`config.mk`:
```
export PLATFORM = sky130hd
export DESIGN_NAME = serial_add_ctrl
export DESIGN_NICKNAME = d
export VERILOG_FILES = /design/src/rtl/serial_add_ctrl_pkg.sv /design/src/rtl/serial_add_ctrl_fa_cell.sv /design/src/rtl/serial_add_ctrl.sv
export SDC_FILE = /design/constraint.sdc
export NUM_CORES = 1
export LEC_CHECK = 0
export CAP_MARGIN = 10
export CORE_MARGIN = 2
export CORE_UTILIZATION = 51
export CTS_CLUSTER_DIAMETER = 50
export DETAILED_ROUTE_END_ITERATION = 16
export HOLD_SLACK_MARGIN = 0.15
export PLACE_DENSITY = 0.76
export SLEW_MARGIN = 20
export SYNTH_ARGS = -nofsm -noshare
export SYNTH_HDL_FRONTEND = slang
export SYNTH_SLANG_ARGS = --single-unit
```
`constraint.sdc`:
```
create_clock -name clk -period 1.6 [get_ports clk]
set_input_delay 0.32 -clock clk [delete_from_list [all_inputs] [get_ports clk]]
set_output_delay 0.32 -clock clk [all_outputs]
set_load 0.01 [all_outputs]
```
`src/rtl/serial_add_ctrl_pkg.sv`:
```
// Shared definitions for the bit-serial adder controller: state encoding and
// the default operand width.
package serial_add_ctrl_pkg;

    localparam int WIDTH_DEFAULT = 8;

    typedef enum logic [1:0] {
        IDLE = 2'd0,
        RUN  = 2'd1,
        DONE = 2'd2
    } state_t;

endpackage

```
`src/rtl/serial_add_ctrl_fa_cell.sv`:
```
// One-bit full adder built from two cascaded half adders; the two half-adder
// carries can never both be set, so an OR merges them.
module fa_cell (
    input  logic a,
    input  logic b,
    input  logic cin,
    output logic sum,
    output logic carry
);

    logic ha1_sum_s;
    logic ha1_carry_s;
    logic ha2_carry_s;

    assign ha1_sum_s   = a ^ b;
    assign ha1_carry_s = a & b;
    assign sum         = ha1_sum_s ^ cin;
    assign ha2_carry_s = ha1_sum_s & cin;
    assign carry       = ha1_carry_s | ha2_carry_s;

endmodule

```
`src/rtl/serial_add_ctrl.sv`:
```
// Bit-serial adder: operands are shifted LSB-first through a single full-adder
// cell, one bit per clock, with the result assembled by right-shifting sum.
module serial_add_ctrl
    import serial_add_ctrl_pkg::*;
#(
    parameter int WIDTH = WIDTH_DEFAULT
) (
    input  logic             clk,
    input  logic             rst,
    input  logic             start,
    input  logic [WIDTH-1:0] a,
    input  logic [WIDTH-1:0] b,
    input  logic             cin,
    output logic             busy,
    output logic             done,
    output logic [WIDTH-1:0] sum,
    output logic             cout
);

    localparam int CW = $clog2(WIDTH);
    localparam logic [CW-1:0] LAST_BIT = CW'(WIDTH - 1);

    state_t           state_r;
    logic [WIDTH-1:0] a_sh_r;
    logic [WIDTH-1:0] b_sh_r;
    logic             carry_r;
    logic [CW-1:0]    cnt_r;
    logic             fa_sum_s;
    logic             fa_carry_s;

    fa_cell u_fa (
        .a     (a_sh_r[0]),
        .b     (b_sh_r[0]),
        .cin   (carry_r),
        .sum   (fa_sum_s),
        .carry (fa_carry_s)
    );

    // Controller FSM with datapath registers and registered status outputs.
    always_ff @(posedge clk or posedge rst) begin
        if (rst) begin
            state_r <= IDLE;
            a_sh_r  <= {WIDTH{1'b0}};
            b_sh_r  <= {WIDTH{1'b0}};
            carry_r <= 1'b0;
            cnt_r   <= {CW{1'b0}};
            sum     <= {WIDTH{1'b0}};
            cout    <= 1'b0;
            busy    <= 1'b0;
            done    <= 1'b0;
        end else begin
            case (state_r)
                IDLE: begin
                    done <= 1'b0;
                    if (start) begin
                        a_sh_r  <= a;
                        b_sh_r  <= b;
                        carry_r <= cin;
                        cnt_r   <= {CW{1'b0}};
                        sum     <= {WIDTH{1'b0}};
                        cout    <= 1'b0;
                        busy    <= 1'b1;
                        state_r <= RUN;
                    end else begin
                        state_r <= IDLE;
                    end
                end
                RUN: begin
                    a_sh_r  <= {1'b0, a_sh_r[WIDTH-1:1]};
                    b_sh_r  <= {1'b0, b_sh_r[WIDTH-1:1]};
                    carry_r <= fa_carry_s;
                    sum     <= {fa_sum_s, sum[WIDTH-1:1]};
                    // The counter parks on the last bit so it never wraps.
                    if (cnt_r == LAST_BIT) begin
                        cout    <= fa_carry_s;
                        done    <= 1'b1;
                        state_r <= DONE;
                    end else begin
                        cnt_r   <= cnt_r + CW'(1);
                    end
                end
                DONE: begin
                    done    <= 1'b0;
                    busy    <= 1'b0;
                    state_r <= IDLE;
                end
                default: begin
                    done    <= 1'b0;
                    busy    <= 1'b0;
                    state_r <= IDLE;
                end
            endcase
        end
    end

endmodule

```
==> results of run 1 <==
==> final cells by class <==
class	count	area share (%)
sequential	32	38.8
tap	44	2.66
timing repair buffer	42	20.2
multi-input combinational	76	32.7
clock buffer	7	3.15
inverter	14	2.54
==> routing by layer <==
layer / vias to the layer above / GRT usage (%) / part of all wire, %
met1: 597 / 24.5 / 45
met2: 27 / 32.3 / 48
met5: - / 0 / 0
met4: 0 / 7.62 / 1.8
met3: 8 / 6.06 / 4.7
li1: 576 / - / -
==> worst max-delay path by stage <==
| stage | from | endpoint | slack [ps] | cells after the start |
|---|---|---|---|---|
| finish | sum[1] | sum[1] | 50 | 1 |
| global route | sum[1] | sum[1] | 2 | 1 |
| CTS | cout | cout | 5 | 1 |
| detailed placement | start | carry_r | -100 | 4 |
| global placement | start | b_sh_r[0] | -60 | 4 |
| floorplan | cnt_r[0] | cnt_r[0] | 240 | 4 |
==> power groups by stage <==
stage	sequential [W]	clock (W)	combinational [W]
finish	0.00140	0.000502	0.00154
global route	0.00145	0.000553	0.00171
CTS	0.00141	0.000519	0.00155
detailed placement	0.00143	0	0.00153
global placement	0.00141	0	0.00148
floorplan	0.00139	0	0.00104
==> state kept, by name, summed over array words and instances, names as in the netlist <==
signal,flops
cout,1
busy,1
a_sh_r,8
cnt_r,3
b_sh_r,8
sum,8
state_r,1
done,1
carry_r,1
==> Yosys cell counts, drive strengths merged <==
master / instances
dfrtp: 32
fa: 1
nor4bb: 2
nand3: 2
nor2b: 2
or4b: 5
a21o: 1
a21oi: 2
a211o: 2
and3b: 1
and2: 1
a221oi: 3
nand2b: 5
a22o: 7
and3: 1
nor2: 2
clkbuf: 2
a221o: 1
nor3b: 8
nor4b: 11
o2bb2ai: 1
o21bai: 1
o221a: 5
inv: 14
ha: 2
o221ai: 2
buf: 11
a211oi: 7
o21ba: 1
==> per-stage QoR <==
stage / instance area (um^2) / setup WS, ps / hold slack, ps / TNS (ps)
floorplan: 1610 / 240 / 436 / 0
global placement: 1970 / -58.6 / 465 / -436
detailed placement: 1970 / -105 / 477 / -847
CTS: 2040 / 4.54 / 373 / 0
global route: 2070 / 1.77 / 390 / 0
finish: 2070 / 49.9 / 359 / 0
==> cells by family after synthesis <==
group	count (synthesis)	share of synthesized area, %
and+or+nand+nor	40	19.2
DFF	32	49.8
adders and majority gates	3	2.80
buffers and inverters	27	8.40
AOI/OAI and AO/OA	33	19.8
==> repair_timing <==
action | 4_1_cts | 5_1_grt
setup buffers | 1 | 1
endpoints found under the setup margin | 2 | 13
gates resized for setup | 2 | 7
==> key figures, run 1 <==
Status
  • Status: finished clean

Floorplanning
  • Top Ports: 31
  • Core area: 0.00303 mm^2
  • DIE WIDTH: 60.2 um
  • Row count: 20
  • Die height: 60.2 um
  • DIE AREA: 0.00362 mm^2
  • Initial core utilization: 53.1%

Routing
  • Routed wire length per instance: 14.5 um
  • Final WL: 3.11 mm
  • Pre-antenna DRT Iters: 3
  • DRC violations left: 0
  • Remaining antenna violation count: 0
  • Initial DRC count: 49
  • Vias: 1208
  • Post-DR vias/cell: 5.62

Worst setup path
  • Critical Path RT: 1280 ps
  • CP endpoint kind: output port
  • CP bufs+invs: 1
  • RR Endpoint: cnt_r[0]
  • RR Startpoint: cnt_r[0]
  • CP peak stage delay: 540 ps
  • Worst-path maximum fanout: 2
  • R2R cell count: 4
  • WP data arrival: 1230 ps
  • CP delay by family, top: buffers and inverters
  • R2R setup slack: 140 ps
  • Critical Path Slowest Stage Cell: clkdlybuf4s50_1
  • Critical Setup Path Class: flop to output port
  • Crit-path cells: clkdlybuf4s50_1
  • Startpoint types: flop

Place
  • I/O Buffers: 30
  • Placed wire-length estimate: 2.13 mm
  • Placer Congestion: 0.708
  • Placed Cells: 206

Power
  • Switching pwr: 0.00119 W
  • Internal: 0.00225 W
  • Clock power frac: 14.6%
  • Comb power frac: 44.7%
  • Seq pwr share: 40.7%
  • Static Leak: 1.00 nW
  • Power Dens Cells: 1660 mW/mm^2
  • Max IR drop VDD: 722 uV
  • Switching part of the total power: 34.6%
  • Overall power: 0.00344 W

Run
  • Max-cap violations: 0

Synthesis
  • Yosys warning count: 0
  • Synth area leaders: dfrtp_1 (50%), nor4b_1 (6.0%), a22o_1 (3.8%), nor3b_1 (3.7%), o221a_2 (3.5%)
  • Post-synthesis cell area: 0.00161 mm^2
  • Share of the synthesized area in the top cell type: 49.8%
  • Sequential share of the synthesized area: 49.8%
  • Mapped Avg Cell Area: 11.9 um^2
  • Yosys reg bits: 32
  • Mapped Nets: 158
  • Synth Instances: 135
  • Biggest area consumer among synthesized cells: dfrtp_1
  • Netlist cell types: 32

CTS
  • CTS Buf Count: 5
  • CTS tree: yes
  • H-Tree Depth: 2
  • Sink Count: 32
  • Max Root-Sink Buffers: 2
  • Root Buffer: clkbuf_4
  • Post-cts hold buffer count: 0
  • Worst skew pair latency: 330 ps
  • Clock transition at the registers of the reported paths: 100 ps

Global route
  • Initial antenna violation count: 0
  • Vias in the first global route: 1175
  • GRT Total Usage: 19.8%
  • Largest net degree at the start of global routing: 33
  • GRT overflow: 0
  • Wire length of the first global-routing pass: 5.24 mm

STA
  • Worst rel slew slack: 72.7%
  • Final worst path period share: 96.9%
  • Final setup fails: 0
  • Fmax: 645 MHz
  • Tmin final: 1550 ps
  • Worst Skew: 9.76 ps
  • Hold Fails Final Rpt: 0
  • Worst slew pin tran: 407 ps
  • Final Max Tran Viols: 0
  • RSZ-0062 raised after global routing: no

Layout
  • Most common cell after layout, fill and taps aside: dfrtp_1
  • Nets: 194
  • Synth-to-Final Area Change: 28.5%
  • FF+latch area: 802 um^2
  • Non-Filler Instances: 215
  • Multi-input logic area: 676 um^2
  • Layout cell share with drive strength beyond 1: 18.7%
  • Fill count: 241
  • N_diodes: 0
  • Final Util: 68.3%
  • Most frequent cells in the layout: dfrtp_1 (31), clkdlybuf4s50_1 (23), inv_1 (14), nor4b_1 (11), buf_4 (11)

Min path
  • Worst hold path type: primary input to asynchronous set/reset pin
Power figures use the tool's default switching activity.
==> inputs of run 2 (changes only) <==
PLACE_DENSITY = 0.9   (was 0.76)
==> run 2 against run 1 <==
Maximum frequency up 0.55%. Worst setup slack better by 8.4 ps. Non-clock buffer count decreased by 2. Largest power group unchanged. Die area unchanged. Cell area is 0.12% higher. Power down 0.27%. Sequential power about the same. Highest routed layer unchanged.
==> key figures, run 2 (synthesis gave the netlist of run 1 again) <==
Global route
  • GRT Total Usage: 21.4%
  • GRT overflow: 0
  • Wire length of the first global-routing pass: 5.55 mm
  • Vias in the first global route: 1199
  • Largest net degree at the start of global routing: 33
  • Initial antenna violation count: 0

Floorplanning
  • Core area: 0.00303 mm^2
  • Initial core utilization: 53.1%
  • Die height: 60.2 um
  • DIE AREA: 0.00362 mm^2
  • DIE WIDTH: 60.2 um
  • Top Ports: 31
  • Row count: 20

Routing
  • DRC violations left: 0
  • Routed wire length per instance: 15.6 um
  • Pre-antenna DRT Iters: 4
  • Initial DRC count: 72
  • Final WL: 3.35 mm
  • Post-DR vias/cell: 5.68
  • Vias: 1216
  • Remaining antenna violation count: 0

Worst setup path
  • Critical Setup Path Class: flop to output port
  • CP endpoint kind: output port
  • Critical Path Slowest Stage Cell: clkdlybuf4s50_1
  • Crit-path cells: clkdlybuf4s50_1
  • Worst-path maximum fanout: 2
  • CP peak stage delay: 530 ps
  • CP bufs+invs: 1
  • CP delay by family, top: buffers and inverters
  • Startpoint types: flop
  • R2R setup slack: 130 ps
  • Critical Path RT: 1280 ps
  • WP data arrival: 1220 ps

Layout
  • Cell area after layout: 0.00207 mm^2
  • N_diodes: 0
  • Layout cell share with drive strength beyond 1: 18.2%
  • Most common cell after layout, fill and taps aside: dfrtp_1
  • Top flop regs: a_sh_r (8), b_sh_r (8), sum (8)
  • Most frequent cells in the layout: dfrtp_1 (31), clkdlybuf4s50_1 (20), inv_1 (14), nor4b_1 (11), nor3b_1 (8)
  • Synth-to-Final Area Change: 28.6%
  • Nets: 192

CTS
  • H-Tree Depth: 2
  • CTS Buf Count: 5
  • Max Root-Sink Buffers: 2
  • Root Buffer: clkbuf_4
  • Worst skew pair latency: 340 ps
  • Sink Count: 32
  • CTS tree: yes
  • Clock transition at the registers of the reported paths: 100 ps

STA
  • Worst Skew: 5.05 ps
  • Hold WS: 358 ps
  • Worst slew pin tran: 421 ps
  • Final worst path period share: 96.4%
  • Fmax: 649 MHz
  • RSZ-0062 raised after global routing: no
  • Tmin final: 1540 ps
  • Hold Fails Final Rpt: 0
  • Final setup fails: 0
  • Final Max Tran Viols: 0
  • Worst rel slew slack: 71.6%
  • Setup TNS: 0 ps

Power
  • Static Leak: 1.01 nW
  • Max IR drop VDD: 795 uV
  • Power Dens Cells: 1660 mW/mm^2

Place
  • Placed wire-length estimate: 2.38 mm
  • I/O Buffers: 30
  • Placer Congestion: 0.747
  • Dpl cell area: 0.00198 mm^2

Run
  • Max-cap violations: 0

Status
  • Status: finished clean

Min path
  • Worst hold path type: primary input to asynchronous set/reset pin
[run 2: cell count changes in the layout (fill, tap and decap cells not counted)]
cell / change
buf_4: -4
clkdlybuf4s50_1: -3
dlygate4sd2_1: +3
buf_12: +2
clkinv_2: +2
clkbuf_8: -1
[run 2: worst min-delay path: cells and delay by family]
kind / cells / cell delay [ps]
buffers and inverters: 3 / 810
[run 2: layer usage]
layer	up-vias	GRT usage (%)	wire, um
met5	-	0	0
met4	0	7.62	44
met3	8	7.36	208
met2	34	34.0	1660
met1	598	26.9	1440
li1	576	-	-
[run 2: report_power, final]
part	switching (W)	internal (W)	leakage, nW
sequential	0.000212	0.00116	0.385
clock	0.000274	0.000209	0.0380
combinational	0.000738	0.000831	0.592
[run 2: per-stage QoR]
stage | setup WS (ps) | utilization, % | std cells | total power, W
global route | 13.5 | 68.3 | 214 | 0.00369
detailed placement | -150 | 65.4 | 204 | 0.00299
floorplan | 240 | - | 135 | 0.00243
finish | 58.3 | 68.3 | 214 | 0.00343
global placement | -62.7 | 65.4 | 204 | 0.00289
CTS | 5.96 | 67.8 | 214 | 0.00347
[run 2: worst paths after layout]
| path | from | to | cells after the start |
|---|---|---|---|
| max | busy | busy | 1 |
| min | rst | a_sh_r[6] | 3 |
| max reg2reg | cnt_r[0] | cnt_r[0] | 4 |
| min reg2reg | sum[0] | sum[0] | 1 |
| max in group asynchronous | rst | done | 3 |
| min in group clk | sum[0] | sum[0] | 1 |
[run 2: final cells by class]
cell class	count	area [um^2]
Clock inverter	2	10.0
Tap cell	44	55.1
Sequential cell	32	802
Multi-Input combinational cell	76	676
Clock buffer	6	51.3
Timing Repair Buffer	40	423
Inverter	14	52.6
Fill cell	243	958
[run 2: what timing repair did]
| item | CTS | global route |
|---|---|---|
| buffers inserted | 2 | 0 |
| setup endpoints to repair | 6 | 7 |
| gates resized for setup | 5 | 7 |
| gates cloned | 0 | 0 |
| hold buffers | 0 | 0 |
| hold endpoints to repair | 0 | 0 |
| pin swaps | 0 | 0 |
